**src/rtl/tlm_pkg.sv**
```systemverilog
// rtl/tlm_pkg.sv - shared state type and header bytes for the telemetry packetiser
package tlm_pkg;

  typedef enum logic [1:0] {
    IDLE,
    SEND,
    WAIT
  } tlm_state_t;

  localparam logic [7:0] HDR0 = 8'hAA;
  localparam logic [7:0] HDR1 = 8'h55;

endpackage

```
**src/rtl/tlm_period_timer.sv**
```systemverilog
// rtl/tlm_period_timer.sv - free-running packet period timer with a one-cycle tick
module tlm_period_timer #(
  parameter int PERIOD = 1048576
) (
  input  logic clk,
  input  logic rst,
  output logic tick
);

  localparam int CNT_W = (PERIOD > 1) ? $clog2(PERIOD) : 1;
  localparam logic [CNT_W-1:0] TOP = CNT_W'(PERIOD - 1);

  logic [CNT_W-1:0] count;

  // Count 0..PERIOD-1 and wrap; reset parks on TOP so the first tick follows release
  always_ff @(posedge clk) begin
    if (rst) begin
      count <= TOP;
    end else if (count == TOP) begin
      count <= '0;
    end else begin
      count <= count + CNT_W'(1);
    end
  end

  assign tick = (count == TOP);

endmodule

```
**src/rtl/telemetry_pkt_gen.sv**
```systemverilog
// rtl/telemetry_pkt_gen.sv - telemetry packetiser for a byte UART; TLM_CHKSUM_EN appends a checksum byte
module telemetry_pkt_gen
  import tlm_pkg::*;
#(
  parameter int NUM_CH = 3,
  parameter int DATA_W = 12,
  parameter int PERIOD = 1048576
) (
  input  logic                     clk,
  input  logic                     rst,
  input  logic                     en,
  input  logic                     send_req,
  input  logic [NUM_CH*DATA_W-1:0] ch_data,
  input  logic                     tx_done,
  output logic                     trmt,
  output logic [7:0]               tx_data,
  output logic                     busy,
  output logic                     pkt_done,
  output logic                     overrun
);

`ifdef TLM_CHKSUM_EN
  localparam int PKT_LEN = 3 + 2 * NUM_CH;
`else
  localparam int PKT_LEN = 2 + 2 * NUM_CH;
`endif
  localparam int IDX_W = $clog2(PKT_LEN);
  localparam logic [IDX_W-1:0] LAST_IDX = IDX_W'(PKT_LEN - 1);

  // Byte i of the packet for i >= 2: high then low half of channel (i-2)/2
  function automatic logic [7:0] payload_byte(input logic [NUM_CH*DATA_W-1:0] s,
                                              input logic [IDX_W-1:0] i);
    logic [IDX_W-1:0] p;
    logic [15:0]      v;
    p = i - IDX_W'(2);
    v = '0;
    for (int c = 0; c < NUM_CH; c++) begin
      if (int'(p >> 1) == c) begin
        v = 16'(s[c*DATA_W +: DATA_W]);
      end
    end
    return p[0] ? v[7:0] : v[15:8];
  endfunction

  tlm_state_t              state, state_d;
  logic [IDX_W-1:0]        idx, idx_d, nxt_idx;
  logic [7:0]              tx_data_d, payload;
  logic                    busy_d, pkt_done_d, overrun_d;
  logic [NUM_CH*DATA_W-1:0] snap, snap_d;
  logic                    tick, start;
`ifdef TLM_CHKSUM_EN
  logic [7:0]              sum, sum_d;
`endif

  tlm_period_timer #(.PERIOD(PERIOD)) u_timer (
    .clk  (clk),
    .rst  (rst),
    .tick (tick)
  );

  assign start   = (tick & en) | send_req;
  assign nxt_idx = idx + IDX_W'(1);
  assign payload = payload_byte(snap, nxt_idx);
  assign trmt    = (state == SEND);

  // Next-state and next-output decode; starts during busy or the pkt_done cycle are dropped
  always_comb begin
    state_d    = state;
    idx_d      = idx;
    tx_data_d  = tx_data;
    busy_d     = busy;
    pkt_done_d = 1'b0;
    overrun_d  = overrun;
    snap_d     = snap;
`ifdef TLM_CHKSUM_EN
    sum_d      = sum;
`endif
    if (start && (busy || pkt_done)) begin
      overrun_d = 1'b1;
    end
    case (state)
      IDLE: begin
        if (start && !pkt_done) begin
          snap_d    = ch_data;
          tx_data_d = HDR0;
          busy_d    = 1'b1;
          idx_d     = '0;
          state_d   = SEND;
`ifdef TLM_CHKSUM_EN
          sum_d     = 8'h00;
`endif
        end
      end
      SEND: begin
        state_d = WAIT;
      end
      WAIT: begin
        if (tx_done) begin
          if (idx == LAST_IDX) begin
            pkt_done_d = 1'b1;
            busy_d     = 1'b0;
            idx_d      = '0;
            state_d    = IDLE;
          end else begin
            idx_d   = nxt_idx;
            state_d = SEND;
            if (nxt_idx == IDX_W'(1)) begin
              tx_data_d = HDR1;
            end
`ifdef TLM_CHKSUM_EN
            else if (nxt_idx == LAST_IDX) begin
              tx_data_d = 8'h00 - sum;
            end
`endif
            else begin
              tx_data_d = payload;
`ifdef TLM_CHKSUM_EN
              sum_d     = sum + payload;
`endif
            end
          end
        end
      end
      default: begin
        state_d = IDLE;
      end
    endcase
  end

  // Register all state and outputs; reset abandons any packet in flight
  always_ff @(posedge clk) begin
    if (rst) begin
      state    <= IDLE;
      idx      <= '0;
      tx_data  <= 8'h00;
      busy     <= 1'b0;
      pkt_done <= 1'b0;
      overrun  <= 1'b0;
      snap     <= '0;
`ifdef TLM_CHKSUM_EN
      sum      <= 8'h00;
`endif
    end else begin
      state    <= state_d;
      idx      <= idx_d;
      tx_data  <= tx_data_d;
      busy     <= busy_d;
      pkt_done <= pkt_done_d;
      overrun  <= overrun_d;
      snap     <= snap_d;
`ifdef TLM_CHKSUM_EN
      sum      <= sum_d;
`endif
    end
  end

endmodule

```
**config.mk**
```make
export PLATFORM = sky130hd
export DESIGN_NAME = telemetry_pkt_gen
export DESIGN_NICKNAME = d
export VERILOG_FILES = /design/src/rtl/tlm_pkg.sv /design/src/rtl/tlm_period_timer.sv /design/src/rtl/telemetry_pkt_gen.sv
export SDC_FILE = /design/constraint.sdc
export NUM_CORES = 1
export LEC_CHECK = 0
export ABC_CLOCK_PERIOD_IN_PS = 4350
export CAP_MARGIN = 20
export CORE_MARGIN = 5
export CORE_UTILIZATION = 27
export DETAILED_ROUTE_END_ITERATION = 10
export PLACE_DENSITY = 0.53
export SLEW_MARGIN = 20
export SYNTH_ARGS = -nofsm -noshare
export SYNTH_HDL_FRONTEND = slang
export SYNTH_SLANG_ARGS = --single-unit
```
**constraint.sdc**
```tcl
create_clock -name clk -period 4.35 [get_ports clk]
set_input_delay 0.6525 -clock clk [delete_from_list [all_inputs] [get_ports clk]]
set_output_delay 0.6525 -clock clk [all_outputs]
set_load 0.02 [all_outputs]
```
* After elaboration in Yosys (flattened, before gate mapping)
Cells that the tools add are included.
** Word-level totals
- Register bits :: 72
- Word-level logic and storage cells :: 62
- Input port bits :: 41
- Output and inout port bits :: 12
** Operators by class
- Eq/ne operators :: 11
- Add/subtract/negate cells :: 3
- Mux-type cells :: 23
- Reduce and logical (&&, ||, !) cells :: 13
- Bitwise gates (word level) :: 4
** Operators with widths (count)
- 2-to-1 mux 8 bit :: 5
- 2-to-1 mux 12 bit :: 3
- zero test 32 bit :: 1
- adder 20 x 1 -> 20 bit, second input constant :: 1
- equality test 20 bit, second input constant :: 1
- 2-to-1 mux 20 bit :: 1
- one-hot mux 8 bit (2 select lines) :: 1
- 2-to-1 mux 3 bit :: 3
- inequality test 2 bit, second input constant :: 4
- AND reduction 4 bit :: 2
- equality test 2 bit, second input constant :: 3
- one-hot mux 2 bit (3 select lines) :: 1
- one-hot mux 3 bit (2 select lines) :: 1
- 2-to-1 mux 1 bit :: 5
- 2-to-1 mux 2 bit :: 2
- AND reduction 2 bit :: 2
- adder 3 x 1 -> 3 bit, second input constant :: 1
- equality test 3 x 1 -> 1 bit, second input constant :: 1
- equality test 3 bit, second input constant :: 1
- AND reduction 3 bit :: 1
- OR reduction 3 bit :: 1
- subtractor 3 x 2 -> 3 bit, second input constant :: 1
- equality test 2 x 1 -> 1 bit, second input constant :: 1
- logical AND 1 bit :: 2
- 8 further kinds :: 9

* Longest topological paths before layout
Gate-level depths: netlist (run 1).
- Word-level depth :: 11
- Mapped depth :: 8
- Gate-level depth less buffers :: 6

* Modules after synthesis
From an unflattened synthesis (run 1), not the netlist that was laid out.
** Unflattened totals
- Cells, all modules :: 382
- Area total of the unflattened synthesis :: 3290.7 µm²
** By module, submodules not included
- telemetry_pkt_gen :: seq. area each 1041.0 µm², cells each 279, times used 1, area each 2346.0 µm²
- tlm_period_timer :: seq. area each 400.4 µm², cells each 103, times used 1, area each 944.7 µm²

* Worst setup path before layout (run 1)
OpenSTA, ideal clock, no wires.
- Path type :: register to register
- From :: register idx[0]
- To :: register tx_data[6]
- Arrival time :: 1961 ps
- Path slack :: 2258 ps
- Setup time :: 131 ps
- Stages on the path, launching flop included :: 9
- Path buffers :: 2
- Period minus slack after synthesis :: 2092 ps
- Data required time :: 4219 ps
- Cells stage by stage :: dfxtp_1 ha_1 ha_1 clkbuf_1 buf_2 mux2_2 a221o_1 nand2_1 mux2i_1
** On the way
- Word-level cells in the longest chain between the ends :: 11
- Elaborated cells on any way between the ends :: 17
- Those cells by class :: add/sub (2); eq/ne (5); mux (8); reduce/logical (2)
** RTL lines
- start, declared :: RTL line telemetry_pkt_gen.sv:46 : logic [IDX_W-1:0] idx, idx_d, nxt_idx;
- start signal, assigned :: RTL line telemetry_pkt_gen.sv:145 : idx <= idx_d;
- adder 3 x 1 -> 3 bit :: RTL line telemetry_pkt_gen.sv:62 : assign nxt_idx = idx + IDX_W'(1);
- subtractor 3 x 2 -> 3 bit :: RTL line telemetry_pkt_gen.sv:35 : p = i - IDX_W'(2);
- zero test 32 bit :: RTL line telemetry_pkt_gen.sv:38 : if (int'(p >> 1) == c) begin
- 2-to-1 mux 12 bit (3 in a row) :: RTL line telemetry_pkt_gen.sv:38
- 2-to-1 mux 8 bit :: RTL line telemetry_pkt_gen.sv:42 : return p[0] ? v[7:0] : v[15:8];
- 2-to-1 mux 8 bit :: RTL line telemetry_pkt_gen.sv:107 : if (nxt_idx == IDX_W'(1)) begin
- 2-to-1 mux 8 bit :: RTL line telemetry_pkt_gen.sv:99 : if (idx == LAST_IDX) begin
- 2-to-1 mux 8 bit :: RTL line telemetry_pkt_gen.sv:98 : if (tx_done) begin
- one-hot mux 8 bit (2 select lines) :: RTL line telemetry_pkt_gen.sv:81 : case (state)
- end signal, assigned :: RTL line telemetry_pkt_gen.sv:146 : tx_data <= tx_data_d;
- end, declared :: RTL line telemetry_pkt_gen.sv:16 : output logic [7:0] tx_data,
Several ways; a longest one is shown, not always the timed one. The select of a mux whose other input is x is not followed.
A chain may end at the register's enable or synchronous reset.

* Final worst setup path (run 1)
- From :: register idx[0]
- To :: register tx_data[3]
The elaborated chain is that of the path after synthesis.

==> out/qor.txt, run 1 <==
Die ar.: 15420 sq um
port bufs: 52
worst-case clock buffer depth: 2
worst vdd ir: 0.2298 mV
Yosys top cell by area: dfxtp_1
Top Ports: 53
Worst Path Arrival: 2.95 ns
met2 routed WL: 4086 um
DRC viols: 0
Syn Area/Cell: 8.982 sq um
vias: 2892
reg2reg start: idx[0]
vias in the first global route: 2887
top sig layer: met4
clock slew at reported path FFs: 0.06 ns
Fin. Hold Viols: 0
Max-Cap Viols: 0
leak pwr: 1.726 nW
Die Span Y: 124.2 um
Slew Limit Fails: 0
postcts setup bufs: 0
Core ar.: 12720 sq um
CTS HTree Levels: 3
final worst slack: 1.637 ns
DRT met1 WL: 4098 um
worst slew pin tran: 0.8194 ns
nature of the critical path endpoint: register
Post-DP HPWL: 6337 um
total CTS buffers: 9
Mapped Cells: 392
clock sink count: 72
DRT Wirelength: 8742 um
crit path launch type: register
largest net degree at the start of global routing: 47
Clock Latency Late Sink: 0.34 ns
Setup CP Type: register to register
post-layout min period: 2.713 ns
Vias/cell: 4.741
Final Non-Filler Cells: 610
reg2reg end: tx_data[3]
top-area cell type share of the netlist area: 40.94%
commonest cells after routing, fill and taps aside: nand2_1 (98), dfxtp_1 (72), clkdlybuf4s50_1 (52)
Root Driver: clkbuf_16
global-route wire length before repair: 14420 um
GR Overflow Total: 0
Post-CTS Hold Buffers: 0
routability cong.: 0.7582
async set-reset flop share out of synthesis: 0%
GRT Total Usage: 11.99%
power density over the cells: 566.7 nW/um^2
routed len/inst: 14.33 um
Tcrit/Tclk final: 62.37%
Slew HR: 44.95%
Synth Flop Type: dfxtp_1
TNS Setup: 0 ns
HP Class: register to register
FMAX: 368.6 MHz
Clock Skew: 0.01348 ns
Detailed Route Iter0 Violations: 240
diodes inserted: 0
placed instance count: 594
share of post-route cells with drive strength above 1: 9.589%
ranking of synthesized cells by area: dfxtp_1 (41%), mux2i_1 (13%), nand2_1 (10%), mux2_2 (3.2%), clkbuf_1 (1.9%)
CP Max Fanout: 16
r2r setup slk: 1.64 ns
Net Count, Synth: 437
Seq/Total Area, Yosys: 40.94%
# rows: 41
Die W: 124.2 um
number of synthesized flops with an enable pin: 0
nets: 478
drt pass-1 iters: 4
met3 WL: 446 um
CP endpoint: tx_data[3]
status: complete, no violations
post-cts sizing count: 0
Worst Setup SP: idx[0]
Setup violations, final: 0
P&R area growth vs syn: 25.87%
Routed Antenna Nets: 0
Initial Util: 27.68%
total number of yosys warnings: 0
count of different cell masters after synthesis: 51
HP Start: snap[30]
r2r worst-path depth: 6
fin util: 34.83%
CTS tree: built
Req. time, crit path: 4.58 ns
Mapped Area: 3521 sq um
leading cell type in the layout, fill and taps excluded: nand2_1
#FFs+latches synth: 72
setup slack at placement: 1.512 ns
RSZ-0062 raised after global routing: false
initial antenna violation count: 0
-- cells by family (layout without fill, tap and decap cells) --
group                      after synthesis  after routing  share of synthesized area, %
AOI/OAI and AO/OA                       56             56                         11.83
xor gates and xnor gates                11             11                         2.736
adders and majority gates                4              4                         1.422
buffers and inverters                   30             76                         4.868
DFF                                     72             72                         40.94
muxes                                   54             54                         15.71
and+or+nand+nor                        165            165                         22.49
-- through the flow --
step / area [sq um] / power (mW) / hold WS (ns)
2_1_floorplan: 3521 / 1.592 / 0.4313
3_5_place_dp: 4128 / 1.788 / 0.4464
3_3_place_gp: 4128 / 1.771 / 0.4392
5_1_grt: 4432 / 2.686 / 0.4673
6_report: 4432 / 2.511 / 0.4576
4_1_cts: 4424 / 2.537 / 0.4604
-- final cells by class --
type | count | area [sq um]
Clock buffer | 10 | 229.0
Sequential cell | 72 | 1441
Inverter | 5 | 18.77
Clock inverter | 6 | 67.56
Tap cell | 172 | 215.2
Timing Repair Buffer | 55 | 543.0
Multi-Input combinational cell | 290 | 1917
Fill cell | 1370 | 8290
-- per-layer routing --
layer  up-vias  GRT usage, %
li1       1474             -
met1      1342         16.25
met2        67         18.41
met3         9         3.906
met4         0         3.080
met5         -             0
-- worst max-delay path, cell delays in order, from the launching register on --
cell and delay, ns:
dfxtp_1 0.58, inv_1 0.15, ha_1 0.54, nor2b_1 0.67, a221o_1 0.27, a31oi_1 0.11, a221oi_1 0.29
-- how the worst min path moves through the flow --
stage | slack, ns | cells after the start | to
after global placement | 0.44 | 2 | snap[26]
final | 0.46 | 2 | snap[30]
after detailed placement | 0.45 | 2 | snap[8]
after floorplan | 0.43 | 2 | snap[24]
after global routing | 0.47 | 2 | snap[30]
after CTS | 0.46 | 2 | snap[10]
-- state kept, by name, summed over array words and instances (netlist names) --
| name | flops |
|---|---|
| overrun | 1 |
| u_timer.count | 20 |
| busy | 1 |
| pkt_done | 1 |
| snap | 36 |
| idx | 3 |
| tx_data | 8 |
| state | 2 |
-- Yosys cell counts, types with 7 or more instances --
cell      count
nand2_1      98
dfxtp_1      72
mux2i_1      44
clkbuf_1     18
nor2_1       12
mux2_2       10
nand3_1      10
o21ai_0      10
a211oi_1      8
xnor2_1       7
-- power breakdown --
group	switching, mW	leakage, nW	total (mW)	internal (mW)
clock	0.290	0.139	0.736	0.446
sequential	0.120	0.592	0.918	0.798
combinational	0.490	0.995	0.857	0.367
(Power assumes the default switching activity.)
==> inputs of run 2 (changes only) <==
--- a/config.mk
+++ b/config.mk
@@ -5,7 +5,7 @@
 export SDC_FILE = /design/constraint.sdc
 export NUM_CORES = 1
 export LEC_CHECK = 0
-export ABC_CLOCK_PERIOD_IN_PS = 4350
+export ABC_CLOCK_PERIOD_IN_PS = 2570
 export CAP_MARGIN = 20
 export CORE_MARGIN = 5
 export CORE_UTILIZATION = 27
==> constraint.sdc (replaced) <==
create_clock -name clk -period 2.57 [get_ports clk]
set_input_delay 0.3855 -clock clk [delete_from_list [all_inputs] [get_ports clk]]
set_output_delay 0.3855 -clock clk [all_outputs]
set_load 0.02 [all_outputs]
==> run 2 against run 1 <==
Non-clock buffer count is 8 higher. Largest cell class unchanged. Clock skew is 0.0081 ns lower. First-iteration DRC count is 7.9% lower. Sequential power is 70% higher. Count of clock-buffer cells in the layout stayed put. Flip-flop and latch count stayed put. Power is 74% higher. Hold slack worse by 0.0049 ns. Clock power is 81% higher. Design area is 2.3% higher.
==> out/qor.txt, run 2 (same netlist as run 1, synthesis figures left out) <==
Die ar.: 15420 sq um (unchanged)
drt pass-1 iters: 4 (unchanged)
global-route wire length before repair: 14660 um (+1.6%)
Largest regs: snap (36), u_timer.count (20), tx_data (8)
RSZ-0062 raised after global routing: false
CP Max Fanout: 16 (unchanged)
Worst Path Arrival: 2.46 ns (-0.49 ns)
routability cong.: 0.8130 (+7.2%)
Clock Skew: 0.005406 ns (-0.008072 ns)
# rows: 41 (unchanged)
Top Ports: 53 (unchanged)
postcts setup bufs: 0 (unchanged)
GR Overflow Total: 0 (unchanged)
total CTS buffers: 9 (unchanged)
leak pwr: 1.788 nW (+3.6%)
Initial Util: 27.68% (unchanged)
nature of the critical path endpoint: register
clock slew at reported path FFs: 0.06 ns (about the same)
FMAX: 444.7 MHz (+21%)
crit path launch type: register
CTS tree: built
initial antenna violation count: 0 (unchanged)
worst vdd ir: 0.2897 mV (+26%)
Setup violations, final: 0 (unchanged)
diodes inserted: 0 (unchanged)
Max-Cap Viols: 0 (unchanged)
Setup CP Type: register to register
TNS Setup: 0 ns (unchanged)
Post-CTS Hold Buffers: 0 (unchanged)
Clock Latency Late Sink: 0.33 ns (about the same)
DRC viols: 0 (unchanged)
status: complete, no violations
HP Class: register to register
Detailed Route Iter0 Violations: 221 (-7.9%)
max reg flops: 36 (unchanged)
post-cts sizing count: 0 (unchanged)
leading cell type in the layout, fill and taps excluded: nand2_1
vias in the first global route: 2949 (+2.1%)
GRT Total Usage: 12.14% (+0.15 points)
power density over the cells: 965.8 nW/um^2 (+70%)
Die W: 124.2 um (unchanged)
Tcrit/Tclk final: 87.51% (+25 points)
Root Driver: clkbuf_16
commonest cells after routing, fill and taps aside: nand2_1 (98), dfxtp_1 (72), clkdlybuf4s50_1 (52)
Slew HR: 61.32% (+16 points)
nets: 486 (+1.7%)
Die Span Y: 124.2 um (unchanged)
Req. time, crit path: 2.78 ns (-1.80 ns)
Core ar.: 12720 sq um (unchanged)
largest net degree at the start of global routing: 61 (+30%)
worst slew pin tran: 0.5802 ns (-0.2392 ns)
Post-DP HPWL: 6486 um (+2.4%)
vias: 2881 (-0.38%)
P&R area growth vs syn: 28.75%
Vias/cell: 4.669 (-1.5%)
Fin. Hold Viols: 0 (unchanged)
routed len/inst: 14.20 um (-0.93%)
clock sink count: 72 (unchanged)
Biggest register: snap
port bufs: 52 (unchanged)
Routed Antenna Nets: 0 (unchanged)
post-layout min period: 2.249 ns (-0.4642 ns)
share of post-route cells with drive strength above 1: 11.24% (+1.6 points)
worst-case clock buffer depth: 2 (unchanged)
fin util: 35.63% (+0.80 points)
DRT Wirelength: 8760 um (+0.21%)
Slew Limit Fails: 0 (unchanged)
CTS HTree Levels: 3 (unchanged)
## run 2: report_power, final
group / total [mW] / internal (mW) / leakage (nW) / switching (mW)
Combinational: 1.48 / 0.655 / 1.04 / 0.828
Sequential: 1.56 / 1.35 / 0.592 / 0.210
Clock: 1.33 / 0.870 / 0.155 / 0.464
## run 2: critical path, stage by stage (launching register included)
cell      delay, ns
dfxtp_1        0.32
ha_1           0.18
ha_1           0.65
mux2_2         0.41
a221o_1        0.29
a31oi_1        0.18
a221oi_1       0.10
## run 2: path summary, 6_finish.rpt
check                             start         end  slack (ns)  depth (start not counted)
worst max-delay path             idx[1]  tx_data[3]        0.32                          6
worst min-delay path            snap[8]     snap[8]        0.45                          2
worst max register to register   idx[1]  tx_data[3]        0.32                          6
worst min register to register  snap[8]     snap[8]        0.45                          2
## run 2: final cells by class
type	count	area [sq um]
timing repair buffer	63	628.1
clock buffer	10	239.0
multi-input combinational	290	1909
sequential	72	1441
tap	172	215.2
inverter	5	18.77
clock inverter	5	81.33
fill	1343	8189
## run 2: per-layer routing
layer | vias to the layer above | GRT usage, % | wire (um)
met2 | 58 | 19.97 | 4239
met4 | 0 | 3.422 | 88
met5 | - | 0 | 0
li1 | 1486 | - | -
met3 | 8 | 3.542 | 344
met1 | 1329 | 15.49 | 4087
## run 2: through the flow
stage / std cells / total power, mW / setup slack [ns] / hold slack, ns / instance area (sq um)
floorplan: 392 / 2.695 / 0.4781 / 0.4313 / 3521
global placement: 602 / 3.053 / 0.3233 / 0.4432 / 4213
detailed placement: 602 / 3.075 / 0.3078 / 0.4442 / 4213
CTS: 617 / 4.433 / 0.3160 / 0.4571 / 4533
global route: 617 / 4.685 / 0.1898 / 0.4809 / 4533
finish: 617 / 4.378 / 0.3210 / 0.4527 / 4533
==> inputs of run 3 (changes only) <==
--- a/config.mk
+++ b/config.mk
@@ -10,8 +10,9 @@
 export CORE_MARGIN = 5
 export CORE_UTILIZATION = 27
 export DETAILED_ROUTE_END_ITERATION = 10
+export GPL_ROUTABILITY_DRIVEN = 0
 export PLACE_DENSITY = 0.53
-export SLEW_MARGIN = 20
+export SLEW_MARGIN = 5
 export SYNTH_ARGS = -nofsm -noshare
 export SYNTH_HDL_FRONTEND = slang
 export SYNTH_SLANG_ARGS = --single-unit
==> results of run 3 <==
No change in the layout: final DEF, timing and power equal those of run 2.
